### src/rtl/peripheral_spram_axi4_pkg.sv
// Shared definitions for the SPRAM AXI4 master: FSM state encoding, the AXI
// burst and response codes, and the beat-size helper.
package peripheral_spram_axi4_pkg;

    typedef enum logic [2:0] {
        ST_IDLE = 3'd0,
        ST_AW   = 3'd1,
        ST_W    = 3'd2,
        ST_B    = 3'd3,
        ST_AR   = 3'd4,
        ST_R    = 3'd5
    } state_t;

    localparam logic [1:0] BURST_INCR  = 2'b01;
    localparam logic [1:0] RESP_OKAY   = 2'b00;
    localparam logic [1:0] RESP_EXOKAY = 2'b01;
    localparam logic [1:0] RESP_SLVERR = 2'b10;
    localparam logic [1:0] RESP_DECERR = 2'b11;

    // AXI AxSIZE encoding for a full-width beat: log2 of the bytes per beat.
    function automatic logic [2:0] axi_size(input int unsigned strb_width);
        return 3'($clog2(strb_width));
    endfunction

endpackage

### src/rtl/peripheral_spram_axi4_master_watchdog.sv
// Stall watchdog for the SPRAM AXI4 master. Counts cycles spent waiting in a
// non-idle state without a handshake and raises a sticky flag once the wait
// reaches TIMEOUT_CYCLES. It only observes; the master keeps waiting.
module peripheral_spram_axi4_master_watchdog #(
    parameter int TIMEOUT_CYCLES = 1024
) (
    input  logic clk,
    input  logic rst_n,
    input  logic active,
    input  logic handshake,
    output logic timeout
);

    localparam logic [15:0] LIMIT = 16'(TIMEOUT_CYCLES - 1);

    logic [15:0] count_reg;
    logic        timeout_reg;

    // Stall counter: cleared in idle and on any handshake, saturates at all-ones.
    always_ff @(posedge clk or negedge rst_n) begin
        if (!rst_n) begin
            count_reg <= 16'd0;
        end else if (!active || handshake) begin
            count_reg <= 16'd0;
        end else if (count_reg != 16'hFFFF) begin
            count_reg <= count_reg + 16'd1;
        end
    end

    // Sticky flag: set on the stalled cycle that brings the count to the limit.
    always_ff @(posedge clk or negedge rst_n) begin
        if (!rst_n) begin
            timeout_reg <= 1'b0;
        end else if (active && !handshake && (count_reg == LIMIT)) begin
            timeout_reg <= 1'b1;
        end
    end

    assign timeout = timeout_reg;

endmodule

### src/rtl/peripheral_spram_axi4_master.sv
// AXI4 initiator for the SPRAM bridge: turns one command at a time into an
// AW/W/B or AR/R INCR burst of 1..256 beats, with write data and read data
// carried over simple valid/ready streams.
// Optional: define PERIPHERAL_SPRAM_AXI4_MASTER_TIMEOUT_EN to enable the
// stall watchdog driving timeout_o; otherwise timeout_o is tied low.
module peripheral_spram_axi4_master
    import peripheral_spram_axi4_pkg::*;
#(
    parameter int AXI_ID_WIDTH   = 10,
    parameter int AXI_ADDR_WIDTH = 64,
    parameter int AXI_DATA_WIDTH = 64,
    parameter int AXI_STRB_WIDTH = AXI_DATA_WIDTH / 8,
    parameter int AXI_USER_WIDTH = 10,
    parameter int TIMEOUT_CYCLES = 1024
) (
    input  logic                      clk_i,
    input  logic                      rst_ni,
    // command interface
    input  logic                      cmd_valid_i,
    output logic                      cmd_ready_o,
    input  logic                      cmd_we_i,
    input  logic [AXI_ADDR_WIDTH-1:0] cmd_addr_i,
    input  logic [7:0]                cmd_len_i,
    input  logic [AXI_ID_WIDTH-1:0]   cmd_id_i,
    // write-data stream
    input  logic                      wdat_valid_i,
    output logic                      wdat_ready_o,
    input  logic [AXI_DATA_WIDTH-1:0] wdat_data_i,
    input  logic [AXI_STRB_WIDTH-1:0] wdat_strb_i,
    // read-data stream
    output logic                      rdat_valid_o,
    input  logic                      rdat_ready_i,
    output logic [AXI_DATA_WIDTH-1:0] rdat_data_o,
    output logic [1:0]                rdat_resp_o,
    output logic                      rdat_last_o,
    // status
    output logic                      wrsp_valid_o,
    output logic [1:0]                wrsp_resp_o,
    output logic                      id_err_o,
    output logic                      timeout_o,
    // AW channel
    output logic [AXI_ID_WIDTH-1:0]   axi_aw_id,
    output logic [AXI_ADDR_WIDTH-1:0] axi_aw_addr,
    output logic [7:0]                axi_aw_len,
    output logic [2:0]                axi_aw_size,
    output logic [1:0]                axi_aw_burst,
    output logic                      axi_aw_lock,
    output logic [3:0]                axi_aw_cache,
    output logic [2:0]                axi_aw_prot,
    output logic [3:0]                axi_aw_qos,
    output logic [3:0]                axi_aw_region,
    output logic [AXI_USER_WIDTH-1:0] axi_aw_user,
    output logic                      axi_aw_valid,
    input  logic                      axi_aw_ready,
    // W channel
    output logic [AXI_DATA_WIDTH-1:0] axi_w_data,
    output logic [AXI_STRB_WIDTH-1:0] axi_w_strb,
    output logic                      axi_w_last,
    output logic [AXI_USER_WIDTH-1:0] axi_w_user,
    output logic                      axi_w_valid,
    input  logic                      axi_w_ready,
    // B channel
    input  logic [AXI_ID_WIDTH-1:0]   axi_b_id,
    input  logic [1:0]                axi_b_resp,
    input  logic [AXI_USER_WIDTH-1:0] axi_b_user,
    input  logic                      axi_b_valid,
    output logic                      axi_b_ready,
    // AR channel
    output logic [AXI_ID_WIDTH-1:0]   axi_ar_id,
    output logic [AXI_ADDR_WIDTH-1:0] axi_ar_addr,
    output logic [7:0]                axi_ar_len,
    output logic [2:0]                axi_ar_size,
    output logic [1:0]                axi_ar_burst,
    output logic                      axi_ar_lock,
    output logic [3:0]                axi_ar_cache,
    output logic [2:0]                axi_ar_prot,
    output logic [3:0]                axi_ar_qos,
    output logic [3:0]                axi_ar_region,
    output logic [AXI_USER_WIDTH-1:0] axi_ar_user,
    output logic                      axi_ar_valid,
    input  logic                      axi_ar_ready,
    // R channel
    input  logic [AXI_ID_WIDTH-1:0]   axi_r_id,
    input  logic [AXI_DATA_WIDTH-1:0] axi_r_data,
    input  logic [1:0]                axi_r_resp,
    input  logic                      axi_r_last,
    input  logic [AXI_USER_WIDTH-1:0] axi_r_user,
    input  logic                      axi_r_valid,
    output logic                      axi_r_ready
);

    state_t                    state_reg;
    logic [AXI_ADDR_WIDTH-1:0] addr_reg;
    logic [7:0]                len_reg;
    logic [AXI_ID_WIDTH-1:0]   id_reg;
    logic [7:0]                beat_cnt_reg;
    logic                      aw_valid_reg;
    logic                      ar_valid_reg;
    logic                      cmd_ready_reg;
    logic                      wrsp_valid_reg;
    logic [1:0]                wrsp_resp_reg;
    logic                      id_err_reg;

    logic in_w;
    logic in_r;
    logic w_hs;
    logic r_hs;
    logic last_beat;

    assign in_w      = (state_reg == ST_W);
    assign in_r      = (state_reg == ST_R);
    assign last_beat = (beat_cnt_reg == len_reg);
    assign w_hs      = axi_w_valid && axi_w_ready;
    assign r_hs      = axi_r_valid && axi_r_ready;

    // Main transaction FSM; all control outputs except the stream pass-throughs are registered here.
    always_ff @(posedge clk_i or negedge rst_ni) begin
        if (!rst_ni) begin
            state_reg      <= ST_IDLE;
            addr_reg       <= '0;
            len_reg        <= 8'd0;
            id_reg         <= '0;
            beat_cnt_reg   <= 8'd0;
            aw_valid_reg   <= 1'b0;
            ar_valid_reg   <= 1'b0;
            cmd_ready_reg  <= 1'b0;
            wrsp_valid_reg <= 1'b0;
            wrsp_resp_reg  <= RESP_OKAY;
            id_err_reg     <= 1'b0;
        end else begin
            wrsp_valid_reg <= 1'b0;
            case (state_reg)
                ST_IDLE: begin
                    if (cmd_valid_i && cmd_ready_reg) begin
                        addr_reg      <= cmd_addr_i;
                        len_reg       <= cmd_len_i;
                        id_reg        <= cmd_id_i;
                        cmd_ready_reg <= 1'b0;
                        if (cmd_we_i) begin
                            aw_valid_reg <= 1'b1;
                            state_reg    <= ST_AW;
                        end else begin
                            ar_valid_reg <= 1'b1;
                            state_reg    <= ST_AR;
                        end
                    end else begin
                        cmd_ready_reg <= 1'b1;
                    end
                end
                ST_AW: begin
                    if (axi_aw_ready) begin
                        aw_valid_reg <= 1'b0;
                        beat_cnt_reg <= 8'd0;
                        state_reg    <= ST_W;
                    end
                end
                ST_W: begin
                    if (w_hs) begin
                        // Stop counting on the last beat so len=255 never wraps.
                        if (last_beat) begin
                            state_reg <= ST_B;
                        end else begin
                            beat_cnt_reg <= beat_cnt_reg + 8'd1;
                        end
                    end
                end
                ST_B: begin
                    if (axi_b_valid) begin
                        wrsp_valid_reg <= 1'b1;
                        wrsp_resp_reg  <= axi_b_resp;
                        if (axi_b_id != id_reg) begin
                            id_err_reg <= 1'b1;
                        end
                        cmd_ready_reg <= 1'b1;
                        state_reg     <= ST_IDLE;
                    end
                end
                ST_AR: begin
                    if (axi_ar_ready) begin
                        ar_valid_reg <= 1'b0;
                        state_reg    <= ST_R;
                    end
                end
                ST_R: begin
                    if (r_hs) begin
                        if (axi_r_id != id_reg) begin
                            id_err_reg <= 1'b1;
                        end
                        if (axi_r_last) begin
                            cmd_ready_reg <= 1'b1;
                            state_reg     <= ST_IDLE;
                        end
                    end
                end
                default: begin
                    state_reg <= ST_IDLE;
                end
            endcase
        end
    end

    assign cmd_ready_o  = cmd_ready_reg;
    assign wrsp_valid_o = wrsp_valid_reg;
    assign wrsp_resp_o  = wrsp_resp_reg;
    assign id_err_o     = id_err_reg;

    // AW and AR share the captured command; only the valid differs.
    assign axi_aw_id     = id_reg;
    assign axi_aw_addr   = addr_reg;
    assign axi_aw_len    = len_reg;
    assign axi_aw_size   = axi_size(AXI_STRB_WIDTH);
    assign axi_aw_burst  = BURST_INCR;
    assign axi_aw_lock   = 1'b0;
    assign axi_aw_cache  = 4'b0000;
    assign axi_aw_prot   = 3'b000;
    assign axi_aw_qos    = 4'd0;
    assign axi_aw_region = 4'd0;
    assign axi_aw_user   = '0;
    assign axi_aw_valid  = aw_valid_reg;

    assign axi_ar_id     = id_reg;
    assign axi_ar_addr   = addr_reg;
    assign axi_ar_len    = len_reg;
    assign axi_ar_size   = axi_size(AXI_STRB_WIDTH);
    assign axi_ar_burst  = BURST_INCR;
    assign axi_ar_lock   = 1'b0;
    assign axi_ar_cache  = 4'b0000;
    assign axi_ar_prot   = 3'b000;
    assign axi_ar_qos    = 4'd0;
    assign axi_ar_region = 4'd0;
    assign axi_ar_user   = '0;
    assign axi_ar_valid  = ar_valid_reg;

    // Write stream is gated by the W state, so no beat can leave before the AW handshake.
    assign axi_w_valid  = in_w && wdat_valid_i;
    assign wdat_ready_o = in_w && axi_w_ready;
    assign axi_w_data   = wdat_data_i;
    assign axi_w_strb   = wdat_strb_i;
    assign axi_w_last   = in_w && last_beat;
    assign axi_w_user   = '0;

    assign axi_b_ready  = (state_reg == ST_B);

    // Read stream: downstream ready back-pressures R directly.
    assign axi_r_ready  = in_r && rdat_ready_i;
    assign rdat_valid_o = in_r && axi_r_valid;
    assign rdat_data_o  = axi_r_data;
    assign rdat_resp_o  = axi_r_resp;
    assign rdat_last_o  = axi_r_last;

`ifdef PERIPHERAL_SPRAM_AXI4_MASTER_TIMEOUT_EN
    logic any_hs;
    assign any_hs = ((state_reg == ST_AW) && axi_aw_ready) ||
                    w_hs ||
                    ((state_reg == ST_B) && axi_b_valid) ||
                    ((state_reg == ST_AR) && axi_ar_ready) ||
                    r_hs;

    peripheral_spram_axi4_master_watchdog #(
        .TIMEOUT_CYCLES(TIMEOUT_CYCLES)
    ) u_watchdog (
        .clk       (clk_i),
        .rst_n     (rst_ni),
        .active    (state_reg != ST_IDLE),
        .handshake (any_hs),
        .timeout   (timeout_o)
    );

    logic unused_ok;
    assign unused_ok = &{1'b0, axi_b_user, axi_r_user};
`else
    assign timeout_o = 1'b0;

    logic unused_ok;
    assign unused_ok = &{1'b0, axi_b_user, axi_r_user, (TIMEOUT_CYCLES != 0)};
`endif

endmodule

### config.mk
export PLATFORM = sky130hd
export DESIGN_NAME = peripheral_spram_axi4_master
export DESIGN_NICKNAME = d
export VERILOG_FILES = /design/src/rtl/peripheral_spram_axi4_pkg.sv /design/src/rtl/peripheral_spram_axi4_master_watchdog.sv /design/src/rtl/peripheral_spram_axi4_master.sv
export SDC_FILE = /design/constraint.sdc
export NUM_CORES = 1
export LEC_CHECK = 0
export CORE_AREA = 2 2 255 257
export DETAILED_ROUTE_END_ITERATION = 12
export DIE_AREA = 0 0 257 259
export PLACE_DENSITY_LB_ADDON = 0.08
export SYNTH_ARGS = -nofsm -noshare
export SYNTH_HDL_FRONTEND = slang
export SYNTH_SLANG_ARGS = --single-unit
### constraint.sdc
create_clock -name clk_i -period 1.5 [get_ports clk_i]
set_clock_uncertainty 0.15 [all_clocks]
set_input_delay 0.45 -clock clk_i [delete_from_list [all_inputs] [get_ports clk_i]]
set_output_delay 0.45 -clock clk_i [all_outputs]
set_load 0.005 [all_outputs]
==> impl_metrics.toml, run 1 <==
[outcome]
status = "complete, but fails checks"
violations = "negative setup slack"

[timing]
finalHoldViolCount = 0
period_needed_ps = 2181
hold_ws_ps = 314.3
post-route-period-util_pct = 145.4
rsz0062_at_grt = "yes"
setup_ws_ps = -681.1
max_freq_ghz = 0.4585
report.final.slew_viol_count = 0
setup_viol = 267

[finish]
largest_reg_flops = 64
fillers = 7042
regArea_mm2 = 0.002515
syn_to_final_growth_pct = 77.53
finish.net_count = 1207
drive_gt1_share_pct = 61.18
multi_input_area_mm2 = 0.002675

[min_path]
hp-class = "in2async"

[clocking]
cts_tree = "built"
cts.sinks = 100
cts_buffer_depth = 2
clk_pin_slew_ps = 90
numCtsBuffers = 9
cts.htree.levels = 3
cts-root-buf = "clkbuf_16"
worstSkewPairLatency_ps = 380

[synthesis]
netlist_instances = 621
yosysTopAreaCellShare_pct = 37.74
synth_seq_cells = 100
yosysTopAreaCell = "dfrtp_1"
yosysSeqAreaShare_pct = 37.74
synthTopCellsByArea = "dfrtp_1, buf_4, mux2_1"
netlist_area_mm2 = 0.006631
synth_ff_type = "dfrtp_1"
yosysMostFrequentCell = "buf_4"
async_flop_share_pct = 100.0
syn_avg_cell_area_um2 = 10.68
synth_edf_count = 0
yosys_warnings = 0
ys_top_cells_by_count = "buf_4, dfrtp_1, mux2_1, xnor2_1, mux2_2"
yosysUniqueCellTypes = 49

[detailed_routing]
routedWlPerCell_um = 16.75
drt_iter0_markers = 93
postRouteAntennaNets = 0
vias = 5118
drc = 0
finalWirelength_um = 30000
vias_per_cell = 2.858
firstDrtPassIters = 4

[global_routing]
grt_usage_pct = 8.790
grt_max_degree = 36
overflow = 0
grt_pass1_vias = 5563
grt_pass1_wl_um = 41310
antenna_found_initial = 3

[floorplan]
core_area_mm2 = 0.06388
die_w_um = 257
row_count = 93
die_area_mm2 = 0.06656
io_pins = 663
fp.dieH_um = 259
floorplan.initialDensity_pct = 10.38

[critical_path]
reg2reg_slack_ps = -550
reg2regPathDepth = 9
path_class = "reg2out"
reg2reg_to = "beat_cnt_reg[6]$_DFFE_PN0P_"
path_max_fanout = 2
worstSetupEndpointType = "output pin"
crit_required_ps = 900
arrival_ps = 1580
start_kind = "flop"
r2r-start = "state_reg[2]$_DFFE_PN0P_"

[job]
drv_cap = 0

[placed_design]
place_congestion = 0.6440
dp_hpwl_um = 20710
pre_cts_ws_ps = -808.6
port_buffers = 293

[pwr]
max-vdd-ir-drop_v = 0.0005412
p_leak_nw = 5.289
powerDensity_mw_per_mm2 = 1981
p_total_mw = 23.33
[cells by family (layout without fill, tap and decap cells)]
| logic type | count (synthesis) | count (layout) | synth area share (%) |
|---|---|---|---|
| simple gates | 64 | 64 | 5.396 |
| buf+inv | 311 | 554 | 34.91 |
| flops | 100 | 100 | 37.74 |
| xor+xnor | 28 | 28 | 3.698 |
| fa+ha+maj | 1 | 1 | 0.1886 |
| compound gates | 27 | 27 | 3.019 |
| other cells | 2 | 74 | 0.1132 |
| mux | 88 | 88 | 14.94 |
[through the flow]
step	TNS, ps	cell area, µm²	util, %	instances
after global routing	-78580	11770	18.42	1790
after detailed placement	-76470	9349	14.63	1612
after floorplan	-11640	6985	-	692
final	-60390	11770	18.43	1791
after global placement	-77150	9349	14.63	1612
after CTS	-81840	11480	17.98	1775
[report_power, final]
part,switching [mW],total (mW),internal [mW]
Clock,1.28,2.45,1.17
Sequential,1.11,5.12,4.01
Combinational,5.23,15.8,10.5
Total,7.62,23.3,15.7
[worst max-delay path: stages (launching register included)]
cell	delay (ps)
dfrtp_1	440
xnor2_2	170
nand4_1	160
nor4_2	240
buf_2	190
[how the worst max path moves through the flow]
| stage | from | to | cells past startpoint |
|---|---|---|---|
| detailed placement | wdat_valid_i | state_reg[0]$_DFFE_PN0P_ | 7 |
| floorplan | state_reg[1]$_DFFE_PN0P_ | axi_ar_addr[0]$_DFFE_PN0P_ | 5 |
| global placement | wdat_valid_i | state_reg[0]$_DFFE_PN0P_ | 7 |
| finish | axi_ar_len[2]$_DFFE_PN0P_ | axi_w_last | 4 |
| global route | axi_ar_len[5]$_DFFE_PN0P_ | axi_w_last | 5 |
| CTS | beat_cnt_reg[3]$_DFFE_PN0P_ | axi_w_last | 5 |
[cell usage in the layout, fill, tap and decap left out, types with 2 or more instances in the layout]
master	count
clkdlybuf4s50_1	112
nand4_1	5
clkbuf_16	9
and3_4	4
buf_12	17
nand2b_1	4
dfrtp_1	90
inv_2	3
nor2_1	3
nor4_1	2
buf_16	3
a31oi_1	2
o21a_1	2
a21oi_1	2
nand2_2	2
o31ai_1	2
nor2_4	5
nor3_1	3
clkbuf_2	24
xnor2_2	5
dfrtp_2	10
clkinv_4	2
a22o_1	3
mux2i_1	3
o41ai_2	2
buf_4	91
mux2_4	84
xor2_1	9
nor3_4	2
o21ai_0	2
buf_2	62
nand2_8	2
buf_6	219
nand3_1	7
nand2_4	2
and3_1	2
conb_1	73
xnor2_1	14
nand2_1	9
buf_8	5
[metal layers]
| layer | GRT usage, % | vias up | wire, µm |
|---|---|---|---|
| met5 | 0.6410 | - | 80 |
| met4 | 3.908 | 6 | 1039 |
| met1 | 8.175 | 2424 | 9855 |
| met3 | 4.765 | 71 | 3198 |
| li1 | - | 2304 | - |
| met2 | 15.77 | 313 | 15830 |
[repair_timing]
action | CTS | global route
resized for setup | 931 | 184
hold endpoints to repair | 10 | 0
hold buffers | 1 | 0
setup endpoints to repair | 277 | 278
cloned | 9 | 0
buffers inserted | 143 | 57
pin swaps | 15 | 23
[layout make-up]
class	instances	share of cell area (%)
repair buffers	536	44.40
multi-input cells	281	22.72
flip-flops and latches	100	21.36
well taps	855	9.087
clock buffers	11	2.062
clock inverters	3	0.2126
inverters	4	0.1275
diodes	1	0.02126
Note: power is estimated with default switching activity, not from simulation.
==> inputs of run 2 (changes only) <==
--- a/config.mk
+++ b/config.mk
@@ -9,6 +9,7 @@
 export DETAILED_ROUTE_END_ITERATION = 12
 export DIE_AREA = 0 0 257 259
 export PLACE_DENSITY_LB_ADDON = 0.08
+export SKIP_LAST_GASP = 1
 export SYNTH_ARGS = -nofsm -noshare
 export SYNTH_HDL_FRONTEND = slang
 export SYNTH_SLANG_ARGS = --single-unit
==> impl_metrics.toml, run 2 (synthesized netlist as in run 1, its figures left out) <==
[finish]
final_cell_mix = "buf_6, clkdlybuf4s50_1, buf_4, dfrtp_1, mux2_4"
drive_gt1_share_pct = 60.86
largest_reg_flops = 64
instances_no_fill = 1791
fillers = 7051
finish.net_count = 1207
post-route-util_pct = 18.36
layout_commonest_cell = "buf_6"
final_cell_area_mm2 = 0.01173
syn_to_final_growth_pct = 76.85

[min_path]
hp-class = "in2async"

[clocking]
cts_buffer_depth = 2
numCtsBuffers = 9
worstSkewPairLatency_ps = 380
cts.sinks = 100
cts-root-buf = "clkbuf_16"
cts_tree = "built"
clk_pin_slew_ps = 90
cts.htree.levels = 3

[critical_path]
max_stage_delay_ps = 440
crit_family = "flip-flops"
path_class = "reg2out"
crit_end = "axi_w_last"
path_max_fanout = 2
r2r-start = "state_reg[2]$_DFFE_PN0P_"
crit_path_start = "axi_ar_len[2]$_DFFE_PN0P_"
arrival_ps = 1580
reg2reg_slack_ps = -550
reg2reg_to = "beat_cnt_reg[6]$_DFFE_PN0P_"
crit_cells = 4
start_kind = "flop"
reg2regPathDepth = 9
crit_required_ps = 900
cpMaxStageDelayCell = "dfrtp_1"
path_cells = "xnor2_2 > nand4_1 > nor4_2 > buf_2"
worstSetupEndpointType = "output pin"
worst-path-buf-inv = 1

[global_routing]
grt_usage_pct = 8.746
antenna_found_initial = 3
overflow = 0
grt_pass1_vias = 5526
busiest_layer = "met2"
grt_pass1_wl_um = 41040
met2_usage_pct = 15.73
met1_usage_pct = 8.079
gr-usage-met3_pct = 4.765
grt_max_degree = 36

[detailed_routing]
drt_iter0_markers = 86
finalWirelength_um = 30050
routedWlPerCell_um = 16.78
postRouteAntennaNets = 0
drc = 0
vias = 5120
firstDrtPassIters = 4
vias_per_cell = 2.859

[pwr]
switching_share_pct = 32.72
power_report.internal_total_mw = 15.65
p_leak_nw = 5.276
switchingPower_mw = 7.611
combPwrFrac_pct = 67.5
max-vdd-ir-drop_v = 0.0005412
p_total_mw = 23.26
clockPowerShare_pct = 10.5
powerDensity_mw_per_mm2 = 1983
seqPwrFrac_pct = 22.0

[outcome]
violations = "negative setup slack"
status = "complete, but fails checks"

[timing]
setup_tns_ps = -60140
period_needed_ps = 2179
max_freq_ghz = 0.4588
finalHoldViolCount = 0
setup_ws_ps = -679.4
setup_viol = 265
post-route-period-util_pct = 145.3
hold_ws_ps = 316.0
report.final.slew_viol_count = 0
rsz0062_at_grt = "yes"

[floorplan]
io_pins = 663
die_w_um = 257
row_count = 93
floorplan.initialDensity_pct = 10.38
core_area_mm2 = 0.06388
die_area_mm2 = 0.06656
fp.dieH_um = 259

[placed_design]
dp_hpwl_um = 20710
place_area_mm2 = 0.009349
port_buffers = 293
placed_cells = 1612
place_congestion = 0.6440
pre_cts_ws_ps = -808.6

[job]
drv_cap = 0
## run 2: layout make-up
class / instances / area (µm²) / share of cell area [%]
clock inverters: 3 / 25.02 / 0.2134
clock buffers: 11 / 242.7 / 2.070
inverters: 4 / 15.01 / 0.1280
diodes: 1 / 2.502 / 0.02134
well taps: 855 / 1070 / 9.122
flip-flops and latches: 100 / 2515 / 21.44
multi-input cells: 281 / 2658 / 22.66
repair buffers: 536 / 5200 / 44.34
## run 2: metal layers
| layer | share of wire, % | vias to the layer above |
|---|---|---|
| met5 | 0.27 | - |
| met3 | 11 | 71 |
| li1 | - | 2300 |
| met4 | 3.5 | 6 |
| met2 | 53 | 313 |
| met1 | 33 | 2430 |
## run 2: worst min path at each step
stage | start | to | slack (ps)
2_1_floorplan | rst_ni | axi_ar_addr[0]$_DFFE_PN0P_ | 4
3_3_place_gp | rst_ni | axi_ar_id[5]$_DFFE_PN0P_ | 200
3_5_place_dp | rst_ni | axi_ar_id[5]$_DFFE_PN0P_ | 200
4_1_cts | rst_ni | axi_ar_id[5]$_DFFE_PN0P_ | 280
5_1_grt | rst_ni | axi_ar_id[5]$_DFFE_PN0P_ | 300
6_report | rst_ni | axi_ar_id[5]$_DFFE_PN0P_ | 320
## run 2: timing repair
item                                    CTS  global route
hold buffers                              1             0
gates resized for setup                 901           205
endpoints found under the hold margin    10             0
gates cloned                              9             0
pin swaps                                15            22
buffers inserted                        143            58
endpoints found under the setup margin  277           278
## run 2: worst reg2reg max path, stage by stage, from the launching register on
cell      delay [ps]
dfrtp_1          430
and2b_2          280
buf_6            110
and3_4           200
buf_6            100
buf_6            100
nand2_8           60
buf_12           140
o311ai_4         280
o41ai_2          110
## run 2: power groups by stage
stage | clock (mW) | combinational (mW) | sequential [mW]
6_report | 2.44 | 15.7 | 5.12
3_3_place_gp | 0 | 10.1 | 5.32
4_1_cts | 2.67 | 14.7 | 5.08
2_1_floorplan | 0 | 4.75 | 5.11
5_1_grt | 2.75 | 16.8 | 5.30
3_5_place_dp | 0 | 9.90 | 5.33
==> inputs of run 3 (changes only) <==
==> constraint.sdc (replaced) <==
create_clock -name clk_i -period 1.5 [get_ports clk_i]
set_clock_uncertainty 0.15 [all_clocks]
set_input_delay 0.45 -clock clk_i [delete_from_list [all_inputs] [get_ports clk_i]]
set_output_delay 0.45 -clock clk_i [all_outputs]
set_load 0.1 [all_outputs]
==> impl_metrics.toml, run 3 (synthesized netlist as in run 1, its figures left out) <==
[placed_design]
place_area_mm2 = 0.01189
port_buffers = 293
placed_cells = 1617
dp_hpwl_um = 24000
place_congestion = 0.6599

[floorplan]
die_area_mm2 = 0.06656
core_area_mm2 = 0.06388
floorplan.initialDensity_pct = 10.38
io_pins = 663
row_count = 93
fp.dieH_um = 259
die_w_um = 257

[finish]
drive_gt1_share_pct = 65.91
regArea_mm2 = 0.002819
fillers = 6825
final_cell_area_mm2 = 0.01327
syn_to_final_growth_pct = 100.1
finish.net_count = 1112
final_cell_mix = "buf_12, clkdlybuf4s50_1, mux2_4, dfrtp_4, conb_1"
largest_reg_flops = 64
multi_input_area_mm2 = 0.002644
instances_no_fill = 1697
layout_commonest_cell = "buf_12"
n_antenna_cell = 0

[timing]
max_freq_ghz = 0.4259
report.final.slew_viol_count = 0
hold_ws_ps = 346.4
period_needed_ps = 2348
rsz0062_at_grt = "yes"
finalHoldViolCount = 0
setup_tns_ps = -90810
post-route-period-util_pct = 156.5
setup_ws_ps = -848.0
setup_viol = 276

[detailed_routing]
drt_iter0_markers = 90
routedWlPerCell_um = 17.29
vias_per_cell = 2.797
vias = 4747
firstDrtPassIters = 3
drc = 0
finalWirelength_um = 29350
postRouteAntennaNets = 0

[global_routing]
overflow = 0
grt_usage_pct = 8.670
grt_pass1_wl_um = 40580
grt_pass1_vias = 5123
grt_max_degree = 32
antenna_found_initial = 1

[clocking]
worstSkewPairLatency_ps = 390
cts_tree = "built"
clk_pin_slew_ps = 80
cts_buffer_depth = 2
cts-root-buf = "clkbuf_16"
cts.htree.levels = 3
numCtsBuffers = 9
cts.sinks = 100

[critical_path]
crit_required_ps = 900
path_max_fanout = 2
worst-path-buf-inv = 1
path_cells = "xnor2_1 > nand4_1 > nor4_4 > buf_12"
worstSetupEndpointType = "output pin"
max_stage_delay_ps = 500
path_class = "reg2out"
cpMaxStageDelayCell = "dfrtp_4"
start_kind = "flop"
crit_family = "simple AND/OR/NAND/NOR gates"
arrival_ps = 1750

[min_path]
hp-class = "in2async"

[job]
drv_cap = 0

[outcome]
violations = "negative setup slack"
status = "complete, but fails checks"
[run 3: cell count changes in the layout (fill, tap and decap cells not counted), sizes merged]
cell	change
buf	-70
inv	+1
clkdlybuf4s15	-1
bufinv	+2
clkinv	-1
clkbuf	-24
diode	-1
[run 3: routing by layer]
layer  vias to the layer above  global-route usage, %  wire length [µm]
met3                        73                  3.984              2941
met1                      2260                  9.608             11160
li1                       2111                      -                 -
met4                         2                  4.231              1022
met5                         -                      0                12
met2                       301                  14.05             14210
[run 3: final timing paths]
kind                       slack [ps]  depth (start not counted)                       start                          end
max in group asynchronous         330                          3                      rst_ni     axi_ar_id[5]$_DFFE_PN0P_
hold / removal                    350                          2                      rst_ni  axi_ar_addr[58]$_DFFE_PN0P_
min in group clk_i                430                          1  wrsp_resp_o[1]$_DFFE_PN0P_   wrsp_resp_o[1]$_DFFE_PN0P_
hold reg to reg                   430                          1  wrsp_resp_o[1]$_DFFE_PN0P_   wrsp_resp_o[1]$_DFFE_PN0P_
setup / recovery                 -850                          4   axi_ar_len[4]$_DFFE_PN0P_                   axi_w_last
setup reg to reg                 -630                          9    state_reg[1]$_DFFE_PN0P_   axi_ar_addr[2]$_DFFE_PN0P_
[run 3: cell type report]
class | count | area share [%]
well taps | 855 | 8.062
repair buffers | 441 | 48.13
multi-input cells | 281 | 19.92
flip-flops and latches | 100 | 21.24
clock buffers | 11 | 1.829
inverters | 4 | 0.1697
clock inverters | 5 | 0.6411
[run 3: stage by stage]
stage / worst slack [ps] / utilization, %
finish: -848.0 / 20.77
CTS: -902.8 / 20.49
detailed placement: -775.6 / 18.61
global placement: -747.4 / 18.61
floorplan: -1246 / -
global route: -935.0 / 20.77
[run 3: what timing repair did]
item                                   in CTS  in global routing
hold buffers                                1                  0
endpoints found under the hold margin       9                  0
resized for setup                          82                 39
setup endpoints to repair                 277                277
setup buffers                              54                 23
gates cloned                                4                  0
pin swaps                                  24                 12
Power of run 3 is left out: the tool's default activity adds up to more than one toggle a clock period on the data nets, which glitch-free logic cannot reach.
